[src/rtl/uart_rx_pkg.sv]
// Shared types and helpers for the UART receiver with RX FIFO.
package uart_rx_pkg;

    typedef enum logic [2:0] {
        StIdle,
        StStart,
        StData,
        StParity,
        StStop1,
        StStop2
    } uart_rx_state_e;

    typedef struct packed {
        logic       ferr;
        logic       perr;
        logic [7:0] data;
    } uart_rx_entry_t;

    // Index of the last data bit: 0..3 selects 5..8 data bits.
    function automatic logic [2:0] last_bit_idx(input logic [1:0] bits);
        return {1'b0, bits} + 3'd4;
    endfunction

    // Unused upper data bits are held at 0, so they do not disturb the XOR.
    function automatic logic parity_err(input logic [7:0] data, input logic par_bit,
                                        input logic odd);
        return (^data) ^ par_bit ^ odd;
    endfunction

endpackage

[src/rtl/uart_rx_sync_fifo.sv]
// Generic synchronous FIFO with clear and level output.
// clr empties the FIFO and wins over a coincident push or pop.
module uart_rx_sync_fifo #(
    parameter int unsigned DEPTH   = 16,
    parameter type         entry_t = logic [7:0]
) (
    input  logic                     clk,
    input  logic                     rst,
    input  logic                     clr,
    input  logic                     push,
    input  entry_t                   wdata,
    input  logic                     pop,
    output entry_t                   rdata,
    output logic                     full,
    output logic                     empty,
    output logic [$clog2(DEPTH):0]   level
);

    localparam int unsigned PtrW = $clog2(DEPTH);
    localparam int unsigned LvlW = PtrW + 1;
    localparam logic [LvlW-1:0] LvlFull = LvlW'(DEPTH);

    entry_t            mem [DEPTH];
    logic [PtrW-1:0]   wr_ptr_q;
    logic [PtrW-1:0]   rd_ptr_q;
    logic [LvlW-1:0]   level_q;
    logic              wr_en;
    logic              rd_en;

    assign full  = (level_q == LvlFull);
    assign empty = (level_q == '0);
    assign level = level_q;
    assign rdata = mem[rd_ptr_q];

    // A push into a full FIFO is accepted only when the head leaves in the same cycle.
    assign wr_en = push && !clr && (!full || pop);
    assign rd_en = pop && !empty && !clr;

    // Storage array; no reset needed since the level gates visibility.
    always_ff @(posedge clk) begin
        if (wr_en) begin
            mem[wr_ptr_q] <= wdata;
        end
    end

    // Pointer and level bookkeeping; pointers wrap modulo DEPTH.
    always_ff @(posedge clk or posedge rst) begin
        if (rst) begin
            wr_ptr_q <= '0;
            rd_ptr_q <= '0;
            level_q  <= '0;
        end else if (clr) begin
            wr_ptr_q <= '0;
            rd_ptr_q <= '0;
            level_q  <= '0;
        end else begin
            if (wr_en) begin
                wr_ptr_q <= wr_ptr_q + 1'b1;
            end
            if (rd_en) begin
                rd_ptr_q <= rd_ptr_q + 1'b1;
            end
            level_q <= level_q + LvlW'(wr_en) - LvlW'(rd_en);
        end
    end

endmodule

[src/rtl/uart_rx_fifo.sv]
// UART receiver (5-8 data bits, optional parity, 1/2 stop bits, programmable
// divisor) feeding a receive FIFO with per-character and sticky error flags.
// Optional build macro UART_RX_BREAK_DET_EN adds break detection and break_o.
module uart_rx_fifo
    import uart_rx_pkg::*;
#(
    parameter int unsigned FIFO_DEPTH = 16,
    parameter int unsigned OVERSAMPLE = 16,
    parameter int unsigned DIV_WIDTH  = 16
) (
    input  logic                          clk,
    input  logic                          rst,
    input  logic                          rx_i,
    input  logic [DIV_WIDTH-1:0]          cfg_div_i,
    input  logic [1:0]                    cfg_bits_i,
    input  logic                          cfg_par_en_i,
    input  logic                          cfg_par_odd_i,
    input  logic                          cfg_stop2_i,
    output logic [7:0]                    m_data_o,
    output logic                          m_perr_o,
    output logic                          m_ferr_o,
    output logic                          m_valid_o,
    input  logic                          m_ready_i,
    output logic [$clog2(FIFO_DEPTH):0]   fifo_level_o,
    output logic                          overrun_o,
    input  logic                          clr_i
`ifdef UART_RX_BREAK_DET_EN
    ,
    output logic                          break_o
`endif
);

    localparam int unsigned SampW = $clog2(OVERSAMPLE);
    localparam logic [SampW-1:0] SampMid  = SampW'(OVERSAMPLE / 2 - 1);
    localparam logic [SampW-1:0] SampLast = SampW'(OVERSAMPLE - 1);

    // Synchronizer and edge history
    logic sync_q, rxs_q, rxs_prev_q;

    // FSM
    uart_rx_state_e state_q, state_d;

    // Configuration latched at the start of each character
    logic [DIV_WIDTH-1:0] div_q;
    logic [1:0]           bits_q;
    logic                 par_en_q;
    logic                 par_odd_q;
    logic                 stop2_q;

    // Timing and character datapath
    logic [DIV_WIDTH-1:0] tick_cnt_q;
    logic [DIV_WIDTH-1:0] div_m1;
    logic [SampW-1:0]     samp_cnt_q;
    logic [2:0]           bit_idx_q;
    logic [7:0]           data_q;
    logic                 perr_q;
    logic                 ferr_q;

    logic                 tick;
    logic                 mid;
    logic                 bit_end;
    logic                 start_go;
    logic                 frame_done;
    logic                 push;
    uart_rx_entry_t       push_entry;

    // FIFO side
    uart_rx_entry_t       head;
    logic                 fifo_full;
    logic                 fifo_empty;
    logic                 pop;
    logic                 overrun_q;

`ifdef UART_RX_BREAK_DET_EN
    localparam int unsigned HoldW = DIV_WIDTH + SampW + 1;
    logic                 all_zero_q;
    logic                 is_break;
    logic                 break_q;
    logic                 brk_hold_q;
    logic [HoldW-1:0]     hold_cnt_q;
    logic [HoldW-1:0]     bit_cycles_m1;
    logic [DIV_WIDTH-1:0] div_eff;
`endif

    // Two-flop synchronizer plus one history flop for falling-edge detection; idle high.
    always_ff @(posedge clk or posedge rst) begin
        if (rst) begin
            sync_q     <= 1'b1;
            rxs_q      <= 1'b1;
            rxs_prev_q <= 1'b1;
        end else begin
            sync_q     <= rx_i;
            rxs_q      <= sync_q;
            rxs_prev_q <= rxs_q;
        end
    end

`ifdef UART_RX_BREAK_DET_EN
    assign start_go = (state_q == StIdle) && rxs_prev_q && !rxs_q && !brk_hold_q;
`else
    assign start_go = (state_q == StIdle) && rxs_prev_q && !rxs_q;
`endif

    // Divisor values 0 and 1 both give a tick every clock.
    assign div_m1  = (div_q <= DIV_WIDTH'(1)) ? '0 : div_q - DIV_WIDTH'(1);
    assign tick    = (state_q != StIdle) && (tick_cnt_q == div_m1);
    assign mid     = tick && (samp_cnt_q == SampMid);
    assign bit_end = tick && (samp_cnt_q == SampLast);

    // FSM state register.
    always_ff @(posedge clk or posedge rst) begin
        if (rst) begin
            state_q <= StIdle;
        end else begin
            state_q <= state_d;
        end
    end

    // FSM next-state logic.
    always_comb begin
        state_d = state_q;
        case (state_q)
            StIdle: begin
                if (start_go) begin
                    state_d = StStart;
                end
            end
            StStart: begin
                if (mid && rxs_q) begin
                    state_d = StIdle;
                end else if (bit_end) begin
                    state_d = StData;
                end
            end
            StData: begin
                if (bit_end && (bit_idx_q == last_bit_idx(bits_q))) begin
                    state_d = par_en_q ? StParity : StStop1;
                end
            end
            StParity: begin
                if (bit_end) begin
                    state_d = StStop1;
                end
            end
            StStop1: begin
                // Single stop bit: return at mid-bit so an early next start edge is caught.
                if (mid && !stop2_q) begin
                    state_d = StIdle;
                end else if (bit_end && stop2_q) begin
                    state_d = StStop2;
                end
            end
            StStop2: begin
                if (mid) begin
                    state_d = StIdle;
                end
            end
            default: state_d = StIdle;
        endcase
    end

    // FSM outputs: completion strobe and the entry to push.
    always_comb begin
        frame_done = mid && (((state_q == StStop1) && !stop2_q) || (state_q == StStop2));
        push_entry.ferr = ferr_q | ~rxs_q;
        push_entry.perr = perr_q;
        push_entry.data = data_q;
`ifdef UART_RX_BREAK_DET_EN
        is_break = frame_done && all_zero_q && !rxs_q;
        push     = frame_done && !is_break;
`else
        push     = frame_done;
`endif
    end

    // Tick/sample counters, latched configuration and character assembly.
    always_ff @(posedge clk or posedge rst) begin
        if (rst) begin
            div_q      <= '0;
            bits_q     <= '0;
            par_en_q   <= 1'b0;
            par_odd_q  <= 1'b0;
            stop2_q    <= 1'b0;
            tick_cnt_q <= '0;
            samp_cnt_q <= '0;
            bit_idx_q  <= '0;
            data_q     <= '0;
            perr_q     <= 1'b0;
            ferr_q     <= 1'b0;
`ifdef UART_RX_BREAK_DET_EN
            all_zero_q <= 1'b0;
`endif
        end else if (start_go) begin
            div_q      <= cfg_div_i;
            bits_q     <= cfg_bits_i;
            par_en_q   <= cfg_par_en_i;
            par_odd_q  <= cfg_par_odd_i;
            stop2_q    <= cfg_stop2_i;
            tick_cnt_q <= '0;
            samp_cnt_q <= '0;
            bit_idx_q  <= '0;
            data_q     <= '0;
            perr_q     <= 1'b0;
            ferr_q     <= 1'b0;
`ifdef UART_RX_BREAK_DET_EN
            all_zero_q <= 1'b1;
`endif
        end else if (state_q != StIdle) begin
            tick_cnt_q <= tick ? '0 : tick_cnt_q + 1'b1;
            if (tick) begin
                samp_cnt_q <= (samp_cnt_q == SampLast) ? '0 : samp_cnt_q + 1'b1;
            end
            if (mid) begin
                case (state_q)
                    StData:            data_q[bit_idx_q] <= rxs_q;
                    StParity:          perr_q <= parity_err(data_q, rxs_q, par_odd_q);
                    StStop1, StStop2:  ferr_q <= ferr_q | ~rxs_q;
                    default: ;
                endcase
`ifdef UART_RX_BREAK_DET_EN
                if (state_q != StStart && rxs_q) begin
                    all_zero_q <= 1'b0;
                end
`endif
            end
            if (bit_end && (state_q == StData) && (bit_idx_q != last_bit_idx(bits_q))) begin
                bit_idx_q <= bit_idx_q + 1'b1;
            end
        end
    end

`ifdef UART_RX_BREAK_DET_EN
    assign div_eff       = (div_q <= DIV_WIDTH'(1)) ? DIV_WIDTH'(1) : div_q;
    assign bit_cycles_m1 = HoldW'(div_eff) * HoldW'(OVERSAMPLE) - HoldW'(1);

    // Break pulse, then block new starts until the line has been high for a full bit time.
    always_ff @(posedge clk or posedge rst) begin
        if (rst) begin
            break_q    <= 1'b0;
            brk_hold_q <= 1'b0;
            hold_cnt_q <= '0;
        end else begin
            break_q <= is_break;
            if (is_break) begin
                brk_hold_q <= 1'b1;
                hold_cnt_q <= '0;
            end else if (brk_hold_q) begin
                if (!rxs_q) begin
                    hold_cnt_q <= '0;
                end else if (hold_cnt_q == bit_cycles_m1) begin
                    brk_hold_q <= 1'b0;
                end else begin
                    hold_cnt_q <= hold_cnt_q + 1'b1;
                end
            end
        end
    end

    assign break_o = break_q;
`endif

    assign pop = m_valid_o && m_ready_i;

    uart_rx_sync_fifo #(
        .DEPTH   (FIFO_DEPTH),
        .entry_t (uart_rx_entry_t)
    ) u_fifo (
        .clk   (clk),
        .rst   (rst),
        .clr   (clr_i),
        .push  (push),
        .wdata (push_entry),
        .pop   (pop),
        .rdata (head),
        .full  (fifo_full),
        .empty (fifo_empty),
        .level (fifo_level_o)
    );

    // Sticky overrun: a completed character found the FIFO full with no pop to make room.
    always_ff @(posedge clk or posedge rst) begin
        if (rst) begin
            overrun_q <= 1'b0;
        end else if (clr_i) begin
            overrun_q <= 1'b0;
        end else if (push && fifo_full && !pop) begin
            overrun_q <= 1'b1;
        end
    end

    assign overrun_o = overrun_q;
    assign m_valid_o = !fifo_empty;
    assign m_data_o  = m_valid_o ? head.data : 8'h00;
    assign m_perr_o  = m_valid_o && head.perr;
    assign m_ferr_o  = m_valid_o && head.ferr;

endmodule

[config.mk]
export PLATFORM = sky130hd
export DESIGN_NAME = uart_rx_fifo
export DESIGN_NICKNAME = d
export VERILOG_FILES = /design/src/rtl/uart_rx_pkg.sv /design/src/rtl/uart_rx_sync_fifo.sv /design/src/rtl/uart_rx_fifo.sv
export SDC_FILE = /design/constraint.sdc
export NUM_CORES = 1
export LEC_CHECK = 0
export ABC_CLOCK_PERIOD_IN_PS = 6700
export CAP_MARGIN = 20
export CORE_AREA = 2 2 181 183
export DETAILED_ROUTE_END_ITERATION = 10
export DIE_AREA = 0 0 183 185
export PLACE_DENSITY = 0.57
export SLEW_MARGIN = 20
export SYNTH_ARGS = -nofsm -noshare
export SYNTH_HDL_FRONTEND = slang
export SYNTH_HIERARCHICAL = 1
export SYNTH_SLANG_ARGS = --single-unit
[constraint.sdc]
create_clock -name clk -period 6.7 [get_ports clk]
set_input_delay 1.005 -clock clk [delete_from_list [all_inputs] [get_ports clk]]
set_output_delay 1.005 -clock clk [all_outputs]
set_load 0.05 [all_outputs]
* After elaboration in Yosys (flattened, before gate mapping)
Memory sizes are Yosys's and may differ from the RTL's. Cells that the tools add are included.
Cells by class: add/sub/neg operators 9, order comparisons 3, eq/ne operators 17, muxes and demuxes 46, bitwise operators 4, reductions and logical operators 52
Operator list (count):
- $mux W16 | 4
- $mux W8 | 5
- $mux W3 | 12
- $mux W4 | 8
- $logic_and A1 B1 Y1 | 23
- $reduce_bool A2 Y1 | 10
- $pmux W3 S6 | 1
- $add A16 B1 Y16 const B | 1
- $eq A16 B16 Y1 | 1
- $le A16 B1 Y1 const B | 1
- $sub A16 B1 Y16 const B | 1
- $mux W1 | 13
- $add A4 B1 Y4 const B | 3
- $reduce_and A3 Y1 | 3
- $bwmux W8 | 1
- $ne A2 B2 Y1 const B | 4
- $reduce_xor A8 Y1 | 1
- $eq A3 B2 Y1 const B | 2
- $eq A3 B3 Y1 const B | 2
- $logic_not A1 Y1 | 6
- $ne A3 B3 Y1 const B | 2
- $reduce_and A6 Y1 | 1
- $add A5 B1 Y5 | 1
- $eq A5 B5 Y1 const B | 1
- 21 further kinds | 24
Storage, ports and cells: flip-flop bits (word level) 74, memory bits (writable) 160, input port bits 26, output and inout port bits 17, logic and storage cells 151, memories 1
Memory list:
- u_fifo.mem | depth 16, bits a word 10, rd ports 1, clocked after Yosys merged registers in 0, write ports 1, line uart_rx_sync_fifo.sv:23 | entry_t mem [DEPTH];

* Longest topological paths before layout
word-level depth 11, gate-level depth with buffers 22, depth with buffers taken out 20

* Cells and area by module
The synthesis kept the hierarchy.
Modules (own cells, without submodules):
- uart_rx_sync_fifo | times used 1, cells each 392, area an instance 7046.8 µm², seq. area each 5129.9 µm²
- uart_rx_fifo | times used 1, cells each 479, area an instance 4017.6 µm², seq. area each 1530.2 µm²

* Worst setup path before layout
OpenSTA, ideal clock, no wires.
path type reg-to-reg, start register div_q[0], end register u_fifo.level_q[4], in the netlist u_fifo/level[4], setup time 88 ps, arrival 4609 ps, data required time 6612 ps, slack 2002 ps, cell stages (with the launch flop) 23, buffers on the path 2, clock period less this slack 4698 ps, cells stage by stage dfrtp_1 -> inv_1 -> ha_1 -> nor2_1 -> or4_4 -> nor3_4 -> nor2_1 -> mux2_2 -> nor4b_4 -> nand3_2 -> clkbuf_1 -> nor4_1 -> o211ai_1 -> buf_2 -> ha_1 -> inv_1 -> ha_1 -> inv_1 -> fa_1 -> nor2b_1 -> o21bai_1 -> nand3_1 -> nor3b_1
On the way: longest elaborated chain between the ends 11, elaborated cells on any way between the ends 12, classes of those cells add/sub: 3; order compare: 1; eq/ne: 1; mux: 2; reduce/logical: 5
RTL lines:
- start: declaration | line uart_rx_fifo.sv:44 | logic [DIV_WIDTH-1:0] div_q;
- start signal: assignment | line uart_rx_fifo.sv:194 | div_q <= cfg_div_i;
- $sub A16 B1 Y16 or $le A16 B1 Y1 (tied branches) | line uart_rx_fifo.sv:105 | assign div_m1 = (div_q <= DIV_WIDTH'(1)) ? '0 : div_q - DIV_WIDTH'(1);
- $mux W16 * | line uart_rx_fifo.sv:105
- $eq A16 B16 Y1 * | line uart_rx_fifo.sv:106 | assign tick = (state_q != StIdle) && (tick_cnt_q == div_m1);
- $logic_and A1 B1 Y1 * | line uart_rx_fifo.sv:106
- $logic_and A1 B1 Y1 * | line uart_rx_fifo.sv:107 | assign mid = tick && (samp_cnt_q == SampMid);
- $logic_and A1 B1 Y1 * | line uart_rx_fifo.sv:164 | frame_done = mid && (((state_q == StStop1) && !stop2_q) || (state_q == StStop2));
- net frame_done | line uart_rx_fifo.sv:63 | logic frame_done;
- $logic_and A1 B1 Y1 * (2 in series) | line uart_rx_sync_fifo.sv:36 | assign wr_en = push && !clr && (!full || pop);
- $add A5 B1 Y5 * | line uart_rx_sync_fifo.sv:63 | level_q <= level_q + LvlW'(wr_en) - LvlW'(rd_en);
- $sub A5 B1 Y5 * | line uart_rx_sync_fifo.sv:63
- $mux W5 * | line uart_rx_sync_fifo.sv:52 | end else if (clr) begin
- end signal: assignment | line uart_rx_sync_fifo.sv:63
- end: declaration | line uart_rx_sync_fifo.sv:26 | logic [LvlW-1:0] level_q;
The timed path passes the listed nets; every way through them passes the cells marked *. A chain may end at the register's enable or synchronous reset.

* Worst setup path after layout
Ends and elaborated chain as after synthesis.

==> flow_summary_export.csv <==
group,metric,value,unit
placed_design,place.gp.congestion,0.813,
drt,antenna_left,0,
sta,tns,0,ns
grt,grt_antenna_before_repair,0,
clocking,cts.clk_slew.worst_paths,0.06,ns
worst_setup_path,crit_type,"reg -> reg",
worst_setup_path,path_cells,"inv_1 -> ha_1 -> nor3b_1 -> nand2_1 -> xnor2_1 -> o32a_1 -> o2111ai_1 -> nor4_2 -> nand3_2 -> buf_4 -> nor4_1 -> o211ai_1 -> ha_1 -> inv_1 -> ha_1 -> inv_1 -> fa_1 -> nor2b_1 -> o21bai_1 -> a21oi_1 -> nor3b_1",
floorplan,row_count,66,
sta,worst_slew_pin_slew,0.905,ns
sta,fmax,182,MHz
placed_design,numPlacedInstances,1285,
grt,grt_pass1_vias,6725,
floorplan,dieArea,33900,um2
floorplan,die_height,185,um
yosys,synth.avg_cell_area,12.7,um2
pwr,power.density,329,nW/um2
drt,viasPerCell,5.21,
placed_design,place_area,11900,um2
floorplan,core,32000,um2
placed_design,portBuffers,42,
drt,via_count,6911,
pwr,cellLeakagePower,4.87,nW
finish,final_cell_mix,"edfxtp_1, nand2_1, dfrtp_1",
finish,drive_above_1_share,12.3,%
yosys,post_synth_num_cell_types,73,
yosys,synth_edf_count,160,
grt,grt_pass1_wl,38.6,mm
sta,finalCriticalPeriod,5.51,ns
worst_setup_path,cp-end-kind,"register",
grt,grt_max_degree,62,
sta,relSlewSlack,39.6,%
yosys,synthArstFlopShare,31.6,%
drt,dr.first_iter.drc_count,588,
clocking,ctsResizeCount,0,
worst_setup_path,r2r_slack,1.19,ns
clocking,cts_tree,"built",
sta,finalSetupViolations,0,
sta,period_share,82.2,%
yosys,netlist_area,11100,um2
clocking,cts.hold.buffers_added,0,
clocking,numCtsBuffers,25,
yosys,ys_seq_elements,234,
pwr,max-vdd-ir-drop,0.224,mV
finish,fin_cells,1327,
sta,layout_setup_ws,1.19,ns
sta,finalHoldViolations,0,
clocking,clock_latency,0.53,ns
grt,grt_usage,14.6,%
finish,area_growth,13.7,%
pwr,p_total,4.14,mW
yosys,yosysSeqAreaShare,60.2,%
worst_setup_path,cp_data_required_time,7.09,ns
placed_design,dp_slack,1.35,ns
finish,final_net_count,947,
finish,final_area,12600,um2
drt,finalWirelength,24.4,mm
grt,grt-ovfl-total,0,
drt,route.detailed.drc,0,
yosys,syn_nets,914,
clocking,ctsLongestPathBuffers,3,
drt,dr.pass1.iters,5,
sta,grt_setup_unrepaired,"no",
sta,skew,0.0119,ns
placed_design,dpl.hpwl,15.8,mm
worst_hold_path,hold_class,"reg -> reg",
clocking,post-cts-setup-buffer-count,0,
floorplan,initial_core_util,34.5,%
yosys,synthCells,871,
worst_setup_path,path_max_fanout,28,
flow_run,max_cap_viol_count,0,
floorplan,die_x,183,um
status,outcome,"completed",
sta,slew_violations,0,
floorplan,io_pins,43,
finish,final_common_cell,"edfxtp_1",
clocking,clkSinkCount,234,
finish,antenna_cells,0,
finish,fin_util,39.3,%
worst_setup_path,crit_path_max_incr_delay,0.53,ns
worst_setup_path,startpoint_type,"register",
clocking,ctsHtreeMaxLevel,1,
sta,hold_slack,0.356,ns
worst_setup_path,crit_arrival,5.90,ns
yosys,ys_warn_count,6,
yosys,ys_dominant_reg_cell,"edfxtp_1",
drt,routedWlPerCell,18.4,um
clocking,cts_root_buf,"clkbuf_16",
worst_setup_path,cp_slowest_cell,"nor4_2",
[critical path, delay by kind of cell (launching register included)]
family	cells	cell delay (ns)
adders and majority gates	4	1.15
DFF	1	0.46
AOI/OAI and AO/OA	5	1.05
buffers and inverters	4	0.48
and+or+nand+nor	7	1.93
xor gates and xnor gates	1	0.27
[worst paths after layout]
check,end,start,depth (start not counted)
max reg2reg,u_fifo/level[4],div_q[0],21
max in group asynchronous,div_q[10],rst,3
min reg2reg,rxs_q,sync_q,0
min,rxs_q,sync_q,0
min in group asynchronous,u_fifo/level[0],rst,2
max,u_fifo/level[4],div_q[0],21
[cell families after synthesis]
group	after synthesis	share of synthesized area, %
AND/OR/NAND/NOR	310	14.7
multiplexers	74	9.19
buffers and inverters	79	3.14
XOR/XNOR	40	3.17
AO/OA/AOI/OAI	117	7.62
flip-flops	234	60.2
adder cells (fa/ha/maj)	17	1.99
[synth_stat cells (3+ instances only)]
| master | number | share of area, % |
|---|---|---|
| a21o_1 | 3 | 0.20 |
| a21oi_1 | 17 | 0.77 |
| a221o_1 | 10 | 0.90 |
| a22o_1 | 14 | 1.1 |
| a31oi_1 | 9 | 0.51 |
| and2_1 | 9 | 0.51 |
| and3_1 | 6 | 0.34 |
| buf_1 | 6 | 0.20 |
| buf_2 | 8 | 0.36 |
| buf_4 | 3 | 0.20 |
| buf_6 | 4 | 0.41 |
| clkbuf_1 | 28 | 0.95 |
| dfrtp_1 | 71 | 16 |
| dfstp_2 | 3 | 0.71 |
| edfxtp_1 | 160 | 43 |
| ha_1 | 16 | 1.8 |
| inv_1 | 29 | 0.98 |
| mux2_2 | 21 | 2.1 |
| mux2i_1 | 33 | 3.0 |
| mux4_2 | 20 | 4.1 |
| nand2_1 | 92 | 3.1 |
| nand2b_1 | 8 | 0.45 |
| nand3_1 | 24 | 1.1 |
| nand3_2 | 3 | 0.27 |
| nand4_1 | 10 | 0.57 |
| nor2_1 | 54 | 1.8 |
| nor2b_1 | 22 | 1.2 |
| nor3_1 | 32 | 1.4 |
| nor3_2 | 3 | 0.27 |
| nor3b_1 | 4 | 0.27 |
| nor4_1 | 9 | 0.51 |
| nor4_2 | 3 | 0.34 |
| o211ai_1 | 3 | 0.20 |
| o21ai_0 | 19 | 0.86 |
| o22ai_1 | 12 | 0.68 |
| or2_2 | 3 | 0.17 |
| or3_1 | 10 | 0.57 |
| or4_1 | 6 | 0.41 |
| xnor2_1 | 26 | 2.1 |
| xor2_1 | 14 | 1.1 |
[registers in the layout (all words and copies together) (netlist names), 2 cells and up, named ones only]
signal	flops
div_q	16
bits_q	2
bit_idx_q	3
data_q	8
samp_cnt_q	4
u_fifo/mem	160
u_fifo/rd_ptr_q	4
state_q	3
u_fifo/level	5
tick_cnt_q	16
u_fifo/wr_ptr_q	4
[where the power goes]
part	internal (mW)	total (mW)	leakage (nW)	switching, mW
Combinational	0.455	1.04	1.73	0.587
Clock	0.688	1.24	0.348	0.552
Sequential	1.63	1.85	2.79	0.221
[final cells by class]
class                           instances  area (um2)
Fill cell                            3084       19500
Sequential cell                       234        6660
Multi-Input combinational cell        558        4060
Tap cell                              408         510
Inverter                               30         113
Timing Repair Buffer                   55         518
Clock inverter                          9        58.8
Clock buffer                           33         656
[routing by layer]
layer,routed length [um],global-route usage (%),vias to the layer above
li1,-,-,3316
met1,11100,19.9,3426
met2,11900,25.0,137
met3,864,1.75,32
met4,480,3.52,0
met5,0,0,-
Note: power is estimated with default switching activity, not from simulation.
